### src/rtl/hc595_pkg.sv
// hc595_pkg: shared state encoding, 100 MHz board timing defaults and width helpers
package hc595_pkg;
  typedef enum logic [2:0] {
    IDLE       = 3'd0,
    SHIFT_LO   = 3'd1,
    SHIFT_HI   = 3'd2,
    LATCH_WAIT = 3'd3,
    LATCH_HIGH = 3'd4
  } state_e;
  localparam int CLK_DIV_100M     = 50;
  localparam int LATCH_SETUP_100M = 200;
  localparam int LATCH_WIDTH_100M = 200;
  function automatic int max3(input int a, input int b, input int c);
    return (a > b) ? ((a > c) ? a : c) : ((b > c) ? b : c);
  endfunction
  function automatic int clog2_min1(input int n);
    return (n > 1) ? $clog2(n) : 1;
  endfunction
endpackage

### src/rtl/hc595_shifter_tick_timer.sv
// hc595_shifter_tick_timer: loadable down-counter with terminal-count flag
// ports: load_i/val_i load a count, tc_o is high while the count is zero
module hc595_shifter_tick_timer #(
  parameter int W = 1
) (
  input  logic         clk,
  input  logic         rst,
  input  logic         load_i,
  input  logic [W-1:0] val_i,
  output logic         tc_o
);
  logic [W-1:0] cnt_q, cnt_d;
  assign tc_o  = cnt_q == '0;
  assign cnt_d = load_i ? val_i : (tc_o ? cnt_q : cnt_q - W'(1));
  always_ff @(posedge clk) cnt_q <= rst ? '0 : cnt_d;
endmodule

### src/rtl/hc595_shifter.sv
// hc595_shifter: serialises one word MSB first into a 74HC595 chain, then pulses RCLK
// ports: data_in/load/ready upstream handshake; ser/srclk/rclk HC595 pins; done one-cycle strobe
module hc595_shifter
  import hc595_pkg::*;
#(
  parameter int DATA_WIDTH  = 16,
  parameter int CLK_DIV     = CLK_DIV_100M,
  parameter int LATCH_SETUP = LATCH_SETUP_100M,
  parameter int LATCH_WIDTH = LATCH_WIDTH_100M
) (
  input  logic                  clk,
  input  logic                  rst,
  input  logic [DATA_WIDTH-1:0] data_in,
  input  logic                  load,
  output logic                  ready,
  output logic                  ser,
  output logic                  srclk,
  output logic                  rclk,
  output logic                  done
);
  localparam int CW = clog2_min1(max3(CLK_DIV, LATCH_SETUP, LATCH_WIDTH));
  localparam int BW = clog2_min1(DATA_WIDTH);
  state_e                state_q, state_d;
  logic [DATA_WIDTH-1:0] shreg_q, shreg_d;
  logic [BW-1:0]         bit_q, bit_d;
  logic                  ser_q, ser_d, srclk_q, srclk_d, rclk_q, rclk_d, done_q, done_d;
  logic                  tld, tc;
  logic [CW-1:0]         tval;
  hc595_shifter_tick_timer #(.W(CW)) u_tmr (
    .clk    (clk),
    .rst    (rst),
    .load_i (tld),
    .val_i  (tval),
    .tc_o   (tc)
  );
  assign ready = state_q == IDLE;
  assign ser   = ser_q;
  assign srclk = srclk_q;
  assign rclk  = rclk_q;
  assign done  = done_q;
  // each timed state is entered with the timer loaded to its length minus one, so tc marks its last cycle
  always_comb begin
    state_d = state_q;
    shreg_d = shreg_q;
    bit_d   = bit_q;
    ser_d   = ser_q;
    srclk_d = srclk_q;
    rclk_d  = rclk_q;
    done_d  = 1'b0;
    tld     = 1'b0;
    tval    = CW'(CLK_DIV - 1);
    case (state_q)
      IDLE: if (load) begin
        shreg_d = data_in;
        ser_d   = data_in[DATA_WIDTH-1];
        srclk_d = 1'b0;
        bit_d   = '0;
        tld     = 1'b1;
        state_d = SHIFT_LO;
      end
      SHIFT_LO: if (tc) begin
        srclk_d = 1'b1;
        tld     = 1'b1;
        state_d = SHIFT_HI;
      end
      SHIFT_HI: if (tc) begin
        srclk_d = 1'b0;
        tld     = 1'b1;
        if (bit_q == BW'(DATA_WIDTH - 1)) begin
          tval    = CW'(LATCH_SETUP - 1);
          state_d = LATCH_WAIT;
        end else begin
          bit_d   = bit_q + BW'(1);
          shreg_d = shreg_q << 1;
          ser_d   = shreg_d[DATA_WIDTH-1];
          state_d = SHIFT_LO;
        end
      end
      LATCH_WAIT: if (tc) begin
        rclk_d  = 1'b1;
        tld     = 1'b1;
        tval    = CW'(LATCH_WIDTH - 1);
        state_d = LATCH_HIGH;
      end
      LATCH_HIGH: if (tc) begin
        rclk_d  = 1'b0;
        done_d  = 1'b1;
        state_d = IDLE;
      end
      default: state_d = IDLE;
    endcase
  end
  always_ff @(posedge clk) begin
    if (rst) begin
      state_q <= IDLE;
      shreg_q <= '0;
      bit_q   <= '0;
      ser_q   <= 1'b0;
      srclk_q <= 1'b0;
      rclk_q  <= 1'b0;
      done_q  <= 1'b0;
    end else begin
      state_q <= state_d;
      shreg_q <= shreg_d;
      bit_q   <= bit_d;
      ser_q   <= ser_d;
      srclk_q <= srclk_d;
      rclk_q  <= rclk_d;
      done_q  <= done_d;
    end
  end
endmodule

### config.mk
export PLATFORM = sky130hd
export DESIGN_NAME = hc595_shifter
export DESIGN_NICKNAME = d
export VERILOG_FILES = /design/src/rtl/hc595_pkg.sv /design/src/rtl/hc595_shifter_tick_timer.sv /design/src/rtl/hc595_shifter.sv
export SDC_FILE = /design/constraint.sdc
export NUM_CORES = 1
export LEC_CHECK = 0
export ABC_CLOCK_PERIOD_IN_PS = 4200
export CAP_MARGIN = 25
export CELL_PAD_IN_SITES_DETAIL_PLACEMENT = 1
export CELL_PAD_IN_SITES_GLOBAL_PLACEMENT = 2
export CORE_ASPECT_RATIO = 0.7
export CORE_MARGIN = 2
export CORE_UTILIZATION = 25
export DETAILED_ROUTE_END_ITERATION = 10
export PLACE_DENSITY = 0.64
export SYNTH_ARGS = -nofsm -noshare
export SYNTH_HDL_FRONTEND = slang
export SYNTH_SLANG_ARGS = --single-unit
### constraint.sdc
create_clock -name clk -period 4.2 [get_ports clk]
set_input_delay 0.42 -clock clk [delete_from_list [all_inputs] [get_ports clk]]
set_output_delay 0.42 -clock clk [all_outputs]
set_load 0.01 [all_outputs]
# Word level (Yosys, flattened, before mapping)
# Index checks and enable logic that the tools add are counted.
# totals
inputBits,19
out_inout_bits,5
regBits,34
word_cells,67
# classes
n_bitwise,1
reduce_logical,11
n_eq_ne,12
n_mux,33
n_addsub,2
# ops
op,count
2-to-1 mux 15 bit,3
2-to-1 mux 8 bit,5
case mux 15 bit (2 select lines),1
case mux 8 bit (2 select lines),1
2-to-1 mux 3 bit,5
case mux 3 bit (5 select lines),1
2-to-1 mux 4 bit,3
"inequality test 2 x 1 -> 1 bit, second input constant",5
zero test 8 bit,1
2-to-1 mux 1 bit,8
case mux 4 bit (2 select lines),1
AND reduction 4 bit,2
"subtractor 8 x 1 -> 8 bit, second input constant",1
"== test 3 x 2 -> 1 bit, second input constant",2
case mux 1 bit (2 select lines),3
AND reduction 5 bit,1
"adder 4 x 1 -> 4 bit, second input constant",1
"== test 4 bit, second input constant",1
"inequality test 2 bit, second input constant",2
nonzero test 2 bit,2
"== test 3 x 1 -> 1 bit, second input constant",1
"== test 3 bit, second input constant",1
zero test 3 bit,1
case mux 1 bit (3 select lines),1
6 further kinds,6

# Logic depth before layout (Yosys ltp)
# logic_depth
word_depth,5
mapped_depth,7
ltp_nobuf,6

# By module
# Synthesis repeated with hierarchy kept, for this count alone.
# hier_totals
cells_unflattened,205
hier_area_um2,1849.3
# by_module_without_submodules
mod,instances,cells_per_inst,area_each_um2,seq_area_each_um2
hc595_shifter,1,145,1357.6,520.5
hc595_shifter_tick_timer,1,60,491.7,160.2

# Least setup slack after synthesis
# Ideal clock, no wire load.
# synth_path
kind,reg-to-reg
startpoint,reg u_tmr.cnt_q[3]
endpoint,reg u_tmr.cnt_q[7]
t_required_ns,4.097
setup_time_ns,0.103
path_buffers,0
setup_slack_ns,2.226
path_stages_with_launch,5
period_less_slack_ns,1.974
arrival_time_ns,1.871
cell_sequence,dfxtp_1 > or4_4 > or4_1 > o21a_1 > a2111oi_2
# synth_via
elab_chain_len,4
elab_cells_between_ends,10
# synth_lines
item,line_no,source
from (decl),hc595_shifter_tick_timer.sv:12,"logic [W-1:0] cnt_q, cnt_d;"
from (signal assigned),hc595_shifter_tick_timer.sv:15,always_ff @(posedge clk) cnt_q <= rst ? '0 : cnt_d;
branches (longest 4 deep; another with subtractor 8 x 1 -> 8 bit),--,
# Several ways; the timed one is not identified. The select of a mux whose other input is x is not followed.
# A chain may end at the register's enable or synchronous reset.

# Final worst setup path
# layout_path
startpoint,reg state_q[1]
endpoint,reg shreg_q[6]
# layout_via
elab_chain_len,3
elab_cells_between_ends,8
# layout_lines
item,line_no,source
from (decl),hc595_shifter.sv:23,"state_e state_q, state_d;"
from (signal assigned),hc595_shifter.sv:103,state_q <= state_d;
== test 3 x 2 -> 1 bit or zero test 3 bit (tied branches),hc595_shifter.sv:52,case (state_q)
"inequality test 2 bit (no source line), or another cell as far along",--,
AND reduction 4 bit (no source line),--,
to (signal assigned),hc595_shifter.sv:104,shreg_q <= shreg_d;
to (decl),hc595_shifter.sv:24,"logic [DATA_WIDTH-1:0] shreg_q, shreg_d;"
# Parallel ways exist; a longest one is shown, timed or not.

==> impl_summary.txt <==
----------------------------------------------------
[GRT]
  Antenna violations before repair ... 0
  Global route overflow ... 0
  First-pass GRT wire length ... 8.37 mm
  Pin count of the biggest net entering global routing ... 19
  GR Layer Usage met3 ... 0.0314
  Met1 usage in global routing ... 0.223
  Number of global-route vias before repair ... 1604
  Met2 routing resource usage after global routing ... 0.198
  Highest-utilization routing layer at the global route stage ... met1
  Global-route usage over all layers ... 0.145

[Routing]
  Total routed wirelength ... about 5 mm
  Remaining design rule violation count ... 0
  Routed wire per std cell ... roughly 15 um
  Via Count ... approximately 1600
  Via density per instance ... 4.97
  Number of DRC violations after detailed-routing iteration 0 ... 62
  Antenna Violating Nets Remaining ... 0
  DRT Pass-1 Iters ... 4

[Cells and area]
  Total inserted antenna cells ... 0
  Final net count ... 255
  Fraction of layout cells with a size suffix above 1 ... 0.0940
  Area added between synthesis and finish ... 24.5%
  Final Cell Area ... ~2200 um^2

[Synth]
  Share of synthesized area occupied by flip-flops and latches ... 0.393
  Number of distinct library cell variants in the gate-level netlist after synthesis ... between 40 and 50
  Yosys Warn Count ... 0
  Most common flop cell mapped by yosys ... sky130_fd_sc_hd__dfxtp_1
  Syn avg cell area ... 8.12 um^2
  Share of flip-flops with an asynchronous set or reset after synthesis ... 0
  Post-synth net total ... 235
  Flip-flop and latch count after synthesis ... 34
  Cells after Synth ... approximately 210
  Synthesized cell area ... approximately 1700 um^2
  Count of flip-flops with a built-in enable after synthesis ... 0

[STA]
  Fmax ... 417 MHz
  Number of pins with negative max-slew slack in the final report ... 0
  Worst hold-check slack ... around 470 ps
  Slew headroom ... 0.485
  Final worst-path cycle share ... 0.571
  Worst clock skew ... between 7 and 8 ps
  Setup ws final ... 1800 ps
  Slew of the pin with the lowest slew margin ... around 770 ps
  Final Hold Viols ... 0
  Final number of setup-violating endpoints ... 0
  Aggregate negative setup slack ... 0 ps
  RSZ-0062 raised after global routing ... no
  Final critical delay including setup and external delays ... 2400 ps

[Clocking]
  Hold_buf cts ... 0
  Clock root buffer master ... sky130_fd_sc_hd__clkbuf_8
  Post-CTS setup buffer count ... 0
  Clk Latency, worst-skew pair ... 280 ps
  CTS clk-pin slew, worst paths ... 70 ps
  Number of levels in the clock H-tree ... 2
  Clock Tree Buf Depth ... 2
  Number of sinks handled by clock tree synthesis ... 34
  Resized cells post-CTS ... 0
  CTS tree ... built
  Num CTS Buffers ... 5

[Floorplan]
  Area of the die ... ~7600 um^2
  Count of standard-cell rows ... 25
  Die width ... 103 um
  I/O pin total ... 24
  Initial Util ... 0.257
  Core region area ... 6730 um^2
  Die Height ... 73.6 um

[Setup path]
  Crit Path Category ... flop to flop
  CP Data Arrival Time ... approximately 2600 ps
  Required time at the worst-slack endpoint ... 4390 ps
  CP Capture Type ... flop
  Critical-path maximum fanout ... 18
  CP startpoint kind ... flop

[Run status]
  Status ... complete, no violations

[Place]
  IO buf count ... 23
  Routability Congestion ... 0.695
  Minimum setup slack after placement ... 1810 ps
  Instance area at placement ... 2060 um^2
  Half-perimeter wire length after placement ... around 3.5 mm

[Power]
  Power Density ... ~650 nW/um^2
  Static leakage ... 0.758 nW
  Peak ir drop on the vdd network ... 0.225 mV

[Job]
  Count of max-cap constraint violations ... 0

[Hold path]
  Hold Path Class ... flop to flop

----------------------------------------------------
[layout by cell type, fill, tap and decap left out, types with 4 or more instances in the layout]
| cell | count |
|---|---|
| sky130_fd_sc_hd__dfxtp_1 | 34 |
| sky130_fd_sc_hd__nand2_1 | 33 |
| sky130_fd_sc_hd__a21oi_1 | 27 |
| sky130_fd_sc_hd__clkdlybuf4s50_1 | 23 |
| sky130_fd_sc_hd__a311oi_1 | 15 |
| sky130_fd_sc_hd__nor2_1 | 11 |
| sky130_fd_sc_hd__o21ai_0 | 9 |
| sky130_fd_sc_hd__nor3_1 | 6 |
| sky130_fd_sc_hd__clkbuf_8 | 6 |
| sky130_fd_sc_hd__buf_4 | 6 |
| sky130_fd_sc_hd__inv_1 | 5 |
| sky130_fd_sc_hd__nand3_1 | 5 |
| sky130_fd_sc_hd__nor3b_1 | 4 |
[through the flow]
step	utilization	power (W)	cells
floorplan	-	0.000944	213
CTS	0.320	0.00142	328
detailed placement	0.307	0.00115	320
finish	0.320	0.00140	328
global route	0.320	0.00153	328
global placement	0.307	0.00116	320
[layer usage]
metal,up-vias,wire length [um]
li1,827,-
met1,779,2890
met2,21,1900
met3,4,138
met4,0,51
met5,-,0
[state kept, by name, indices dropped and copies added, names as in the netlist]
| name | flops |
|---|---|
| u_tmr.cnt_q | 8 |
| shreg_q | 15 |
| state_q | 3 |
| done | 1 |
| bit_q | 4 |
| srclk | 1 |
| ser | 1 |
| rclk | 1 |
[synth_stat cells (3+ instances only)]
library cell / instances / share of area
sky130_fd_sc_hd__nand3_1: 5 / 0.014
sky130_fd_sc_hd__dfxtp_1: 34 / 0.39
sky130_fd_sc_hd__o21ai_0: 9 / 0.026
sky130_fd_sc_hd__nor3b_1: 4 / 0.017
sky130_fd_sc_hd__nor2_1: 11 / 0.024
sky130_fd_sc_hd__a21oi_1: 27 / 0.078
sky130_fd_sc_hd__xnor2_1: 3 / 0.015
sky130_fd_sc_hd__or3_1: 3 / 0.011
sky130_fd_sc_hd__a311oi_1: 15 / 0.076
sky130_fd_sc_hd__buf_1: 3 / 0.0065
sky130_fd_sc_hd__or4_1: 3 / 0.013
sky130_fd_sc_hd__o31ai_1: 3 / 0.013
sky130_fd_sc_hd__nand2_1: 33 / 0.072
sky130_fd_sc_hd__ha_1: 3 / 0.022
sky130_fd_sc_hd__buf_2: 4 / 0.012
sky130_fd_sc_hd__clkbuf_1: 9 / 0.020
sky130_fd_sc_hd__nor3_1: 7 / 0.020
sky130_fd_sc_hd__inv_1: 5 / 0.011
sky130_fd_sc_hd__a211o_1: 3 / 0.015
[final timing paths]
kind | start | to | slack (ps) | depth (start not counted)
max | state_q[1] | shreg_q[6] | 1800 | 5
min | shreg_q[0] | shreg_q[1] | 470 | 2
max reg2reg | state_q[1] | shreg_q[6] | 1800 | 5
min reg2reg | shreg_q[0] | shreg_q[1] | 470 | 2
[kinds of logic after synthesis]
| logic type | synth area share |
|---|---|
| and+or+nand+nor | 0.237 |
| adders and majority gates | 0.0217 |
| AOI/OAI and AO/OA | 0.274 |
| DFF | 0.393 |
| buffers and inverters | 0.0484 |
| xor gates and xnor gates | 0.0253 |
[area by class of cell]
type | count | area, um^2
inverter | 5 | 18.8
timing repair buffer | 29 | 275
clock inverter | 1 | 5.00
fill | 809 | 4570
tap | 94 | 118
multi-input combinational | 158 | 971
sequential | 34 | 681
clock buffer | 7 | 86.3
[power by group]
group	switching [W]	total (W)	internal (W)	leakage, nW
logic	0.000364	0.000646	0.000282	0.430
registers	0.0000855	0.000501	0.000415	0.280
clock network	0.000124	0.000256	0.000132	0.0482
total	0.000573	0.00140	0.000830	0.758
[critical path, cell delays in order (launching register included)]
cell and delay (ps):
sky130_fd_sc_hd__dfxtp_1 510, sky130_fd_sc_hd__or3b_1 680, sky130_fd_sc_hd__a31oi_1 570, sky130_fd_sc_hd__nor2_1 90
sky130_fd_sc_hd__buf_4 220, sky130_fd_sc_hd__a311oi_1 230
Power figures use the tool's default switching activity.
